==> src/rtl/apb_sanity_bist.sv <==
// rtl/apb_sanity_bist.sv - APB master running a self-checking write-then-read sanity sequence
// Writes seed+i to BASE_ADDR+i*ADDR_STRIDE, reads back with index wrap, counts errors.
module apb_sanity_bist #(
   parameter int ADDR_WIDTH  = 8,
   parameter int DATA_WIDTH  = 32,
   parameter int CNT_WIDTH   = 8,
   parameter int BASE_ADDR   = 0,
   parameter int ADDR_STRIDE = 4,
   parameter int TIMEOUT     = 16
) (
   input  logic                  PCLK,
   input  logic                  PRESETn,
   input  logic                  start,
   input  logic [CNT_WIDTH-1:0]  wr_count,
   input  logic [CNT_WIDTH-1:0]  rd_count,
   input  logic [DATA_WIDTH-1:0] seed,
   output logic                  PSEL,
   output logic                  PENABLE,
   output logic                  PWRITE,
   output logic [ADDR_WIDTH-1:0] PADDR,
   output logic [DATA_WIDTH-1:0] PWDATA,
   input  logic [DATA_WIDTH-1:0] PRDATA,
   input  logic                  PREADY,
   input  logic                  PSLVERR,
   output logic                  busy,
   output logic                  done,
   output logic                  pass,
   output logic                  timeout,
   output logic [CNT_WIDTH-1:0]  pkt_count,
   output logic [CNT_WIDTH-1:0]  err_count
);

   localparam logic [1:0] S_IDLE   = 2'd0;
   localparam logic [1:0] S_SETUP  = 2'd1;
   localparam logic [1:0] S_ACCESS = 2'd2;
   localparam logic [1:0] S_DONE   = 2'd3;

   localparam int WAIT_W = $clog2(TIMEOUT + 1);
   localparam logic [ADDR_WIDTH-1:0] BASE_A   = ADDR_WIDTH'(BASE_ADDR);
   localparam logic [ADDR_WIDTH-1:0] STRIDE_A = ADDR_WIDTH'(ADDR_STRIDE);
   localparam logic [CNT_WIDTH-1:0]  CNT_ONE  = CNT_WIDTH'(1);

   logic [1:0]            state_q,   state_d;
   logic [CNT_WIDTH-1:0]  wr_cnt_q,  wr_cnt_d;
   logic [CNT_WIDTH-1:0]  rd_cnt_q,  rd_cnt_d;
   logic [DATA_WIDTH-1:0] seed_q,    seed_d;
   logic [CNT_WIDTH-1:0]  idx_q,     idx_d;
   logic [CNT_WIDTH-1:0]  rd_num_q,  rd_num_d;
   logic                  phase_rd_q, phase_rd_d;
   logic [WAIT_W-1:0]     wait_q,    wait_d;
   logic                  psel_q,    psel_d;
   logic                  penable_q, penable_d;
   logic                  pwrite_q,  pwrite_d;
   logic [ADDR_WIDTH-1:0] paddr_q,   paddr_d;
   logic [DATA_WIDTH-1:0] pwdata_q,  pwdata_d;
   logic                  busy_q,    busy_d;
   logic                  done_q,    done_d;
   logic                  pass_q,    pass_d;
   logic                  timeout_q, timeout_d;
   logic [CNT_WIDTH-1:0]  pkt_q,     pkt_d;
   logic [CNT_WIDTH-1:0]  err_q,     err_d;

   logic [CNT_WIDTH-1:0]  nxt_idx;
   logic                  nxt_rd;
   logic                  last_xfer;
   logic                  rd_bad;
   logic [CNT_WIDTH-1:0]  wr_last;
   logic [CNT_WIDTH-1:0]  rd_last;

   function automatic logic [ADDR_WIDTH-1:0] addr_of(input logic [CNT_WIDTH-1:0] i);
      return BASE_A + STRIDE_A * ADDR_WIDTH'(i);
   endfunction

   function automatic logic [DATA_WIDTH-1:0] data_of(input logic [DATA_WIDTH-1:0] s,
                                                     input logic [CNT_WIDTH-1:0]  i);
      return s + DATA_WIDTH'(i);
   endfunction

   function automatic logic [CNT_WIDTH-1:0] sat_inc(input logic [CNT_WIDTH-1:0] c);
      return (c == '1) ? c : c + CNT_ONE;
   endfunction

   assign wr_last = wr_cnt_q - CNT_ONE;
   assign rd_last = rd_cnt_q - CNT_ONE;

   always_comb begin
      state_d    = state_q;
      wr_cnt_d   = wr_cnt_q;
      rd_cnt_d   = rd_cnt_q;
      seed_d     = seed_q;
      idx_d      = idx_q;
      rd_num_d   = rd_num_q;
      phase_rd_d = phase_rd_q;
      wait_d     = wait_q;
      psel_d     = psel_q;
      penable_d  = penable_q;
      pwrite_d   = pwrite_q;
      paddr_d    = paddr_q;
      pwdata_d   = pwdata_q;
      busy_d     = busy_q;
      done_d     = 1'b0;
      pass_d     = pass_q;
      timeout_d  = timeout_q;
      pkt_d      = pkt_q;
      err_d      = err_q;
      nxt_idx    = '0;
      nxt_rd     = 1'b0;
      last_xfer  = 1'b0;
      rd_bad     = 1'b0;

      case (state_q)
         S_IDLE: begin
            if (start) begin
               wr_cnt_d   = wr_count;
               rd_cnt_d   = rd_count;
               seed_d     = seed;
               pkt_d      = '0;
               err_d      = '0;
               pass_d     = 1'b0;
               timeout_d  = 1'b0;
               busy_d     = 1'b1;
               idx_d      = '0;
               rd_num_d   = '0;
               wait_d     = '0;
               if (wr_count == '0 && rd_count == '0) begin
                  state_d = S_DONE;
               end else begin
                  state_d    = S_SETUP;
                  phase_rd_d = (wr_count == '0);
                  psel_d     = 1'b1;
                  penable_d  = 1'b0;
                  pwrite_d   = (wr_count != '0);
                  paddr_d    = addr_of('0);
                  if (wr_count != '0) pwdata_d = seed;
               end
            end
         end
         S_SETUP: begin
            state_d   = S_ACCESS;
            penable_d = 1'b1;
            wait_d    = '0;
         end
         S_ACCESS: begin
            if (PREADY) begin
               pkt_d  = sat_inc(pkt_q);
               // Reads are only checked when this run wrote the locations first.
               rd_bad = phase_rd_q && (wr_cnt_q != '0) && (PRDATA != data_of(seed_q, idx_q));
               if (PSLVERR || rd_bad) err_d = sat_inc(err_q);
               if (!phase_rd_q && idx_q != wr_last) begin
                  nxt_idx = idx_q + CNT_ONE;
               end else if (!phase_rd_q) begin
                  nxt_rd    = 1'b1;
                  last_xfer = (rd_cnt_q == '0);
                  rd_num_d  = '0;
               end else begin
                  nxt_rd    = 1'b1;
                  last_xfer = (rd_num_q == rd_last);
                  rd_num_d  = rd_num_q + CNT_ONE;
                  nxt_idx   = (wr_cnt_q == '0 || idx_q == wr_last) ? '0 : idx_q + CNT_ONE;
               end
               if (last_xfer) begin
                  state_d   = S_DONE;
                  psel_d    = 1'b0;
                  penable_d = 1'b0;
               end else begin
                  state_d    = S_SETUP;
                  penable_d  = 1'b0;
                  idx_d      = nxt_idx;
                  phase_rd_d = nxt_rd;
                  paddr_d    = addr_of(nxt_idx);
                  pwrite_d   = !nxt_rd;
                  if (!nxt_rd) pwdata_d = data_of(seed_q, nxt_idx);
               end
            end else if (wait_q == WAIT_W'(TIMEOUT)) begin
               timeout_d = 1'b1;
               psel_d    = 1'b0;
               penable_d = 1'b0;
               state_d   = S_DONE;
            end else begin
               wait_d = wait_q + WAIT_W'(1);
            end
         end
         default: begin
            done_d  = 1'b1;
            busy_d  = 1'b0;
            pass_d  = (err_q == '0) && !timeout_q;
            state_d = S_IDLE;
         end
      endcase
   end

   always_ff @(posedge PCLK or negedge PRESETn) begin
      if (!PRESETn) begin
         state_q    <= S_IDLE;
         wr_cnt_q   <= '0;
         rd_cnt_q   <= '0;
         seed_q     <= '0;
         idx_q      <= '0;
         rd_num_q   <= '0;
         phase_rd_q <= 1'b0;
         wait_q     <= '0;
         psel_q     <= 1'b0;
         penable_q  <= 1'b0;
         pwrite_q   <= 1'b0;
         paddr_q    <= '0;
         pwdata_q   <= '0;
         busy_q     <= 1'b0;
         done_q     <= 1'b0;
         pass_q     <= 1'b0;
         timeout_q  <= 1'b0;
         pkt_q      <= '0;
         err_q      <= '0;
      end else begin
         state_q    <= state_d;
         wr_cnt_q   <= wr_cnt_d;
         rd_cnt_q   <= rd_cnt_d;
         seed_q     <= seed_d;
         idx_q      <= idx_d;
         rd_num_q   <= rd_num_d;
         phase_rd_q <= phase_rd_d;
         wait_q     <= wait_d;
         psel_q     <= psel_d;
         penable_q  <= penable_d;
         pwrite_q   <= pwrite_d;
         paddr_q    <= paddr_d;
         pwdata_q   <= pwdata_d;
         busy_q     <= busy_d;
         done_q     <= done_d;
         pass_q     <= pass_d;
         timeout_q  <= timeout_d;
         pkt_q      <= pkt_d;
         err_q      <= err_d;
      end
   end

   assign PSEL      = psel_q;
   assign PENABLE   = penable_q;
   assign PWRITE    = pwrite_q;
   assign PADDR     = paddr_q;
   assign PWDATA    = pwdata_q;
   assign busy      = busy_q;
   assign done      = done_q;
   assign pass      = pass_q;
   assign timeout   = timeout_q;
   assign pkt_count = pkt_q;
   assign err_count = err_q;

endmodule

==> config.mk <==
export PLATFORM = sky130hd
export DESIGN_NAME = apb_sanity_bist
export DESIGN_NICKNAME = d
export VERILOG_FILES = /design/src/rtl/apb_sanity_bist.sv
export SDC_FILE = /design/constraint.sdc
export NUM_CORES = 1
export LEC_CHECK = 0
export CAP_MARGIN = 20
export CORE_ASPECT_RATIO = 2
export CORE_MARGIN = 1
export CORE_UTILIZATION = 40
export DETAILED_ROUTE_END_ITERATION = 6
export GPL_TIMING_DRIVEN = 0
export PLACE_DENSITY = 0.65
export SLEW_MARGIN = 20
export SYNTH_ARGS = -nofsm -noshare
export SYNTH_HDL_FRONTEND = slang
export SYNTH_SLANG_ARGS = --single-unit
==> constraint.sdc <==
create_clock -name PCLK -period 3.9 [get_ports PCLK]
set_clock_uncertainty 0.15 [all_clocks]
set_input_delay 0.78 -clock PCLK [delete_from_list [all_inputs] [get_ports PCLK]]
set_output_delay 0.78 -clock PCLK [all_outputs]
set_load 0.03 [all_outputs]
==> results of run 1 <==
## timing repair
| action | CTS | global route |
|---|---|---|
| resized for setup | 48 | 41 |
| buffers inserted | 10 | 9 |
| cloned | 1 | 0 |
| endpoints found under the setup margin | 27 | 27 |
| pin swaps | 23 | 34 |
## power groups by stage
stage               clock network (W)  logic, W  registers (W)
global placement                    0   0.00448        0.00251
finish                        0.00155   0.00495        0.00252
detailed placement                  0   0.00457        0.00252
CTS                           0.00158   0.00475        0.00251
global route                  0.00165   0.00534        0.00257
floorplan                           0   0.00270        0.00277
## synth_stat cells, types with 9 or more instances
library cell	instances
nor2b_1	10
xnor2_1	58
a211oi_1	9
buf_2	12
and3_1	22
nor2_1	65
inv_1	29
nand4_1	17
clkbuf_1	21
o31ai_1	17
xor2_1	37
nand3_1	43
a21o_1	14
a31oi_1	12
nand2b_1	9
a21oi_1	29
nand2_1	93
ha_1	30
mux2_2	52
or3_1	9
dfrtp_1	133
nor3_1	24
o21ai_0	78
mux2i_1	25
nor4_1	12
## area by class of cell
| class | count | area [um2] | area share [%] |
|---|---|---|---|
| inverters | 29 | 111 | 0.949 |
| flip-flops and latches | 133 | 3330 | 28.4 |
| clock inverters | 15 | 138 | 1.17 |
| well taps | 273 | 342 | 2.91 |
| plain buffers | 46 | 230 | 1.96 |
| multi-input cells | 756 | 5510 | 46.9 |
| repair buffers | 165 | 1650 | 14.1 |
| clock buffers | 17 | 425 | 3.62 |
## sequential cells by signal, indices dropped and copies added (netlist names), 8 cells and up
register / count
err_count: 8
wr_cnt_q: 8
idx_q: 8
seed_q: 32
rd_num_q: 8
PWDATA: 32
rd_cnt_q: 8
pkt_count: 8
## per-layer routing
layer  GRT usage, %  up-vias
li1               -     3818
met1           25.9     3880
met2           48.5      245
met3           3.56       83
met4           17.9        0
met5              0        -
## layout by cell type, fill, tap and decap left out, types with 7 or more instances in the layout
| master | n |
|---|---|
| clkdlybuf4s50_1 | 144 |
| dfrtp_1 | 130 |
| nand2_1 | 90 |
| o21ai_0 | 65 |
| nor2_1 | 57 |
| xnor2_1 | 55 |
| mux2_2 | 52 |
| nand3_1 | 40 |
| xor2_1 | 37 |
| ha_1 | 27 |
| a21oi_1 | 26 |
| inv_1 | 25 |
| mux2i_1 | 25 |
| and3_1 | 21 |
| nor3_1 | 21 |
| clkbuf_1 | 19 |
| buf_4 | 18 |
| nand4_1 | 17 |
| o31ai_1 | 17 |
| clkbuf_16 | 17 |
| o21ai_1 | 13 |
| a21o_1 | 13 |
| buf_2 | 12 |
| a31oi_1 | 11 |
| nor4_1 | 11 |
| nor2b_1 | 9 |
| nand2b_1 | 9 |
| or3_1 | 9 |
| and2_1 | 8 |
| buf_6 | 7 |
| buf_1 | 7 |
## worst paths after layout
path / end / slack (ps) / from / depth (start not counted)
min in group PCLK: PWDATA[15] / 330 / PWDATA[15] / 1
worst min-delay path: PWDATA[9] / 120 / PRESETn / 1
worst max-delay path: PWDATA[20] / -110 / wr_cnt_q[5] / 17
worst max register to register: PWDATA[20] / -110 / wr_cnt_q[5] / 17
worst min register to register: PWDATA[15] / 330 / PWDATA[15] / 1
max in group asynchronous: pass / 2740 / PRESETn / 2
## worst max-delay path, cell delays in order (launching register included)
cell and delay, ps:
dfrtp_1 400, or4_4 570, nor4_4 200, xnor2_1 160
nand4_2 180, buf_6 130, and3_4 190, inv_4 40
fa_2 390, nor2b_4 140, o21ai_2 90, a21boi_2 210
o21ai_4 120, a21o_4 290, or3_1 370, nand3_1 80
o21ai_1 80, o21ai_1 150
## logic make-up (layout without fill, tap and decap cells)
| kind of cell | count (synthesis) | count (layout) |
|---|---|---|
| AND/OR/NAND/NOR | 350 | 350 |
| AO/OA/AOI/OAI | 199 | 200 |
| flip-flops | 133 | 133 |
| XOR/XNOR | 95 | 95 |
| multiplexers | 77 | 77 |
| buffers and inverters | 77 | 272 |
| adder cells (fa/ha/maj) | 32 | 32 |
| other | 1 | 2 |
## stage by stage
step	area, um2	util [%]	hold slack, ps	total power (W)	worst slack [ps]
after detailed placement	10700	49.4	319	0.00709	-737
after global placement	10600	49.3	313	0.00699	-3670
after CTS	11500	53.1	163	0.00884	-146
final	11700	54.4	123	0.00902	-113
after global routing	11700	54.4	174	0.00956	-271
after floorplan	8840	-	315	0.00547	12.3
==> metrics, run 1 <==
period utilization 103%; asr flop ratio synth 100%; DRT Pass-1 Iters 5; failing checks setup timing; post-synthesis mux area share a little under a tenth; Sink Count 133; CP max FO 5; LEAKAGE 4.80 nW; Yosys top cell area share a little under two fifths; Area Growth Syn to Fin 33.1%; grt total ovfl 0; unrepaired setup endpoints after global routing yes; post-synthesis sequential area ratio 37.7%; post-synthesis cell count roughly 960; CTS Buffer Depth 2; final setup violation count 5; worst slew pin tran 1040 ps; post-route ant nets 0; detailed route wirelength on metal3 939 um; simple-gate share of the synthesized area about a fifth; GRT Util Overall 25.9%; leading area contributor after synthesis dfrtp_1; Max Freq 249 MHz; Synth Area in Compound Gates roughly 14%; met1 WL 10000 um; max_cap viols 0; vias 8026; Comb pwr share roughly 55%; Via density 5.60; largest net degree at the start of global routing 69; share of cells above drive strength 1 roughly 17%; Root Buffer clkbuf_16; max layer used met4; clock-pin slew on the worst setup and hold paths 60 ps; Critical Path RT 4110 ps; Post-synth EDFFs 0; Adder-Cell Fraction of Synth Area approximately 4.7%; ranking of synthesized cells by area dfrtp_1, mux2_2, xnor2_1; Clock Power Share between 10% and 20%; vias in the first global route 8336; fin cells 1434; clock buffer count from CTS 17; DIE HEIGHT 212 um; IO Pins 148; CP Capture Type flop; Max IR drop VDD 479 uV; n_diodes 0; final setup TNS -262 ps; combinational family with the most area after synthesis simple AND/OR/NAND/NOR gates; TritonCTS clock tree done; Netlist cell types 71; WL final 28500 um; hpwl dp about 22000 um; Switching Power 0.00418 W; final worst slack -113 ps; core footprint 21600 um2; # nets final between 1k and 1.5k; Die ar. 22700 um2; first-pass GRT wire length 44200 um; drc violations 0; routed length per placed instance 19.9 um; pwr dens slightly below 800 nW/um2; Seq pwr share 27.9%; Initial Util between 40% and 50%; worst skew pair latency around 440 ps; status finished with violations; warnings from Yosys 0; metal2 WL between 15000 and 20000 um; crit path DAT 4220 ps; hold buffers post-CTS 0; I/O Buffers between 100 and 150; antenna violations before repair 0; drt first-iter violations 322; Yosys reg bits 133; Rel. slew slack 30.4%; Mean Syn Cell Area 9.15 um2; Sw Share 46.3%; chip width 107 um; Top FF cell, synth dfrtp_1; Post-Syn Area 8820 um2; Hold Crit Class in -> async; Inst Count DP 1384; max-slew violations 0; Filler cells 1981; critical path class reg -> reg; P_int 0.00485 W; std cell rows between 70 and 80; Final min period 4010 ps; Hold Vio Cnt, Final 0; CP Launch Type flop; gp weighted congestion 1.00; XOR/XNOR Fraction of Synth Area 9.43%; htree depth 4
Note: power is estimated with default switching activity, not from simulation.
==> run 2: changes to the inputs <==
--- a/config.mk
+++ b/config.mk
@@ -11,6 +11,7 @@
 export CORE_UTILIZATION = 40
 export DETAILED_ROUTE_END_ITERATION = 6
 export GPL_TIMING_DRIVEN = 0
+export MAX_ROUTING_LAYER = met4
 export PLACE_DENSITY = 0.65
 export SLEW_MARGIN = 20
 export SYNTH_ARGS = -nofsm -noshare
==> metrics, run 2 (synthesis results as in run 1) <==
CP max-delay cell or4_4; failing checks setup timing; CP max FO 5; post-route ant nets 0; dpl ws -754 ps; chip width 107 um; Crit. path cell count 18; pwr dens 784 nW/um2; Inst Count DP 1384; first-pass GRT wire length 44300 um; metal2 WL around 16000 um; unrepaired setup endpoints after global routing yes; core footprint 21600 um2; Sink Count 133; crit path DAT 4100 ps; delay-heaviest family, CP simple AND/OR/NAND/NOR gates; vias in the first global route 8347; worst slew pin tran around 990 ps; Die ar. 22700 um2; Via density 5.58; Max Freq 254 MHz; # nets final 1263; hold buffers post-CTS 0; largest net degree at the start of global routing 71; Root Buffer clkbuf_16; routed length per placed instance between 15 and 20 um; hpwl dp 21900 um; LEAKAGE just under 5 nW; Max IR drop VDD ~400 uV; CP Capture Type flop; critical path class reg -> reg; fin cells roughly 1.4k; status finished with violations; I/O Buffers 145; worst skew pair latency between 400 and 500 ps; FF-to-FF path depth 18; fin area 11700 um2; Initial Util 40.9%; Hold Vio Cnt, Final 0; CP Launch Type flop; max_cap viols 0; detailed route wirelength on metal3 around 990 um; Rel. slew slack 34.3%; htree depth 4; most common cell after layout, fill and taps aside clkdlybuf4s50_1; met1 WL just under 10000 um; Cell Chain, Critical Path or4_4 > nor4_4 > xnor2_1 > nand4_2 > buf_4 > and3_4 > inv_2 > fa_2 > nor2b_4 > o21ai_2 > a21boi_2 > o21ai_2 > a21o_1 > buf_8 > nor3_4 > xnor2_2 > a211oi_2 > a21o_1; antenna violations before repair 0; clock-pin slew on the worst setup and hold paths 60 ps; clock buffer count from CTS 17; max-slew violations 0; share of cells above drive strength 1 15.2%; hold slack 122 ps; commonest cells after routing, fill and taps aside clkdlybuf4s50_1, dfrtp_1, nand2_1; vias 7987; std cell rows 76; Area Growth Syn to Fin 32.2%; drc violations 0; n_diodes 0; Hold Crit Class in -> async; grt total ovfl 0; total power 0.00914 W; WL final 28200 um; IO Pins 148; Final min period 3930 ps; DRT Pass-1 Iters 5; period utilization 101%; drt first-iter violations ~370; Cell Area, Placed 10700 um2; slowest stage delay, CP 600 ps; WP buf/inv 3; GRT Util Overall 26.8%; TritonCTS clock tree done; Critical Path RT 4070 ps; final setup violation count 1; CTS Buffer Depth 2; max layer used met4; gp weighted congestion ~1; DIE HEIGHT 212 um; final worst slack -31.0 ps
[run 2: cell type report]
cell class | instances | area [um2]
inverter | 29 | 109
timing repair buffer | 163 | 1620
clock buffer | 17 | 425
buffer | 47 | 245
fill | 2008 | 9930
tap | 273 | 342
sequential | 133 | 3330
multi-input combinational | 755 | 5370
clock inverter | 15 | 219
[run 2: metal layers]
metal  GRT usage, %  up-vias
met1           25.8     3852
met5              -        -
li1               -     3818
met3           3.59       75
met2           49.8      242
met4           16.0        0
[run 2: through the flow]
stage | utilization (%) | TNS [ps]
detailed placement | 49.4 | -12680
global placement | 49.3 | -493210
finish | 54.0 | -31.0
CTS | 53.2 | -171
floorplan | - | 0
global route | 54.0 | -2310
[run 2: path summary, 6_finish.rpt]
kind | startpoint | endpoint | slack (ps)
min in group PCLK | PWDATA[16] | PWDATA[16] | 330
hold / removal | PRESETn | PWDATA[11] | 120
setup reg to reg | wr_cnt_q[5] | PWDATA[16] | -30
setup / recovery | wr_cnt_q[5] | PWDATA[16] | -30
hold reg to reg | PWDATA[16] | PWDATA[16] | 330
max in group asynchronous | PRESETn | err_count[0] | 2750
[run 2: where the power goes]
part	switching (W)	leakage (nW)	internal, W
Sequential	0.000606	1.67	0.00191
Clock	0.000676	0.309	0.00109
Combinational	0.00281	2.86	0.00205
Total	0.00409	4.85	0.00505
[run 2: repair_timing]
item | 4_1_cts | 5_1_grt
resized for setup | 33 | 31
pin swaps | 13 | 5
setup endpoints to repair | 27 | 28
buffers inserted | 9 | 7
gates cloned | 1 | 0
==> run 3: changes to the inputs <==
--- a/config.mk
+++ b/config.mk
@@ -9,6 +9,7 @@
 export CORE_ASPECT_RATIO = 2
 export CORE_MARGIN = 1
 export CORE_UTILIZATION = 40
+export CTS_BUF_LIST = sky130_fd_sc_hd__clkbuf_8
 export DETAILED_ROUTE_END_ITERATION = 6
 export GPL_TIMING_DRIVEN = 0
 export MAX_ROUTING_LAYER = met4
==> metrics, run 3 (synthesis results as in run 1) <==
max-slew violations 0; Max Freq 255 MHz; std cell rows 76; LEAKAGE around 4.8 nW; clock-pin slew on the worst setup and hold paths 80 ps; Rel. slew slack 32.6%; max_cap viols 0; Area Growth Syn to Fin 30.8%; most common cell after layout, fill and taps aside clkdlybuf4s50_1; share of cells above drive strength 1 16.2%; critical path class reg -> reg; Critical R2R Launch wr_cnt_q[5]; Die ar. 22700 um2; crit path DAT 4130 ps; final setup violation count 1; DIE HEIGHT 212 um; worst slew pin tran 1000 ps; Sink Count 133; Filler cells ~2.0k; Cell Chain, Critical Path or4_4 > nor4_4 > xnor2_1 > nand4_2 > nand2_4 > nor2_4 > ha_4 > inv_2 > fa_2 > nor2b_4 > o21ai_2 > a21boi_2 > o21ai_2 > a21o_2 > buf_6 > nor3_4 > xnor2_1 > a211oi_2 > a21o_1; failing checks setup timing; gp weighted congestion 0.995; post-route ant nets 0; # nets final 1266; htree depth 4; n_diodes 0; Final min period 3920 ps; Hold Vio Cnt, Final 0; DRT Pass-1 Iters 5; antenna violations before repair 0; vias in the first global route 8284; dpl ws -754 ps; drc violations 0; drt first-iter violations 321; grt total ovfl 0; Hold Crit Class in -> async; commonest cells after routing, fill and taps aside clkdlybuf4s50_1, dfrtp_1, nand2_1; delay-heaviest family, CP simple AND/OR/NAND/NOR gates; chip width between 100 and 150 um; worst skew pair latency 470 ps; CP Launch Type flop; Critical Path RT 4110 ps; Reg-to-Reg End PWDATA[18]; unrepaired setup endpoints after global routing yes; Reg2Reg Setup Slack -20 ps; WL final 28100 um; vias 8033; CTS Buffer Depth 2; final worst slack -19.4 ps; clock buffer count from CTS 17; first-pass GRT wire length 43900 um; Via density 5.60; slowest stage delay, CP 600 ps; GRT Util Overall 26.6%; FF-to-FF path depth 19; final setup TNS -19.4 ps; CP Capture Type flop; core footprint 21600 um2; Root Buffer clkbuf_8; period utilization 100%; status finished with violations; I/O Buffers 145; Initial Util 40.9%; Max IR drop VDD 391 uV; IO Pins 148; hpwl dp 21900 um; largest net degree at the start of global routing a little over 70; routed length per placed instance between 15 and 20 um; CP max-delay cell or4_4; CP max FO 4; TritonCTS clock tree done; WP buf/inv 2; hold slack 79.7 ps; pwr dens 759 nW/um2
run 3: worst max-delay path by stage:
stage	from	endpoint	cells past startpoint
floorplan	wr_cnt_q[2]	PWDATA[20]	20
global placement	PRESETn	rd_num_q[3]	1
detailed placement	wr_cnt_q[0]	PWDATA[18]	21
CTS	wr_cnt_q[5]	PWDATA[18]	19
global route	wr_cnt_q[5]	PWDATA[18]	19
finish	wr_cnt_q[5]	PWDATA[18]	19
run 3: layer usage:
metal / vias to the layer above / GRT usage [%] / share of wire, %
met5: - / - / 0
met1: 3901 / 25.7 / 35
met4: 0 / 16.3 / 5.8
met2: 243 / 48.8 / 56
li1: 3822 / - / -
met3: 67 / 4.14 / 3.9
run 3: layout make-up:
type	instances	area (um2)	share of cell area (%)
multi-input cells	755	5410	46.9
flip-flops and latches	133	3330	28.9
repair buffers	168	1660	14.4
well taps	273	342	2.96
clock buffers	17	234	2.03
plain buffers	45	226	1.96
clock inverters	15	219	1.90
inverters	29	109	0.944
run 3: timing repair:
item | 4_1_cts | 5_1_grt
pin swaps | 14 | 8
hold buffers | 0 | 0
buffers inserted | 15 | 7
resized for setup | 40 | 33
setup endpoints to repair | 27 | 28
run 3: metrics by stage:
| stage | utilization (%) | power [W] | cells | instance area (um2) |
|---|---|---|---|---|
| after floorplan | - | 0.00547 | 965 | 8840 |
| after global placement | 49.3 | 0.00701 | 1383 | 10600 |
| after detailed placement | 49.4 | 0.00709 | 1384 | 10700 |
| after CTS | 52.6 | 0.00860 | 1429 | 11400 |
| after global routing | 53.4 | 0.00935 | 1435 | 11500 |
| final | 53.4 | 0.00875 | 1435 | 11500 |
run 3: where the power goes:
| part | total [W] | switching (W) | internal, W | leakage (nW) |
|---|---|---|---|---|
| sequential | 0.00251 | 0.000605 | 0.00191 | 1.67 |
| clock | 0.00134 | 0.000625 | 0.000715 | 0.222 |
| combinational | 0.00490 | 0.00282 | 0.00208 | 2.89 |
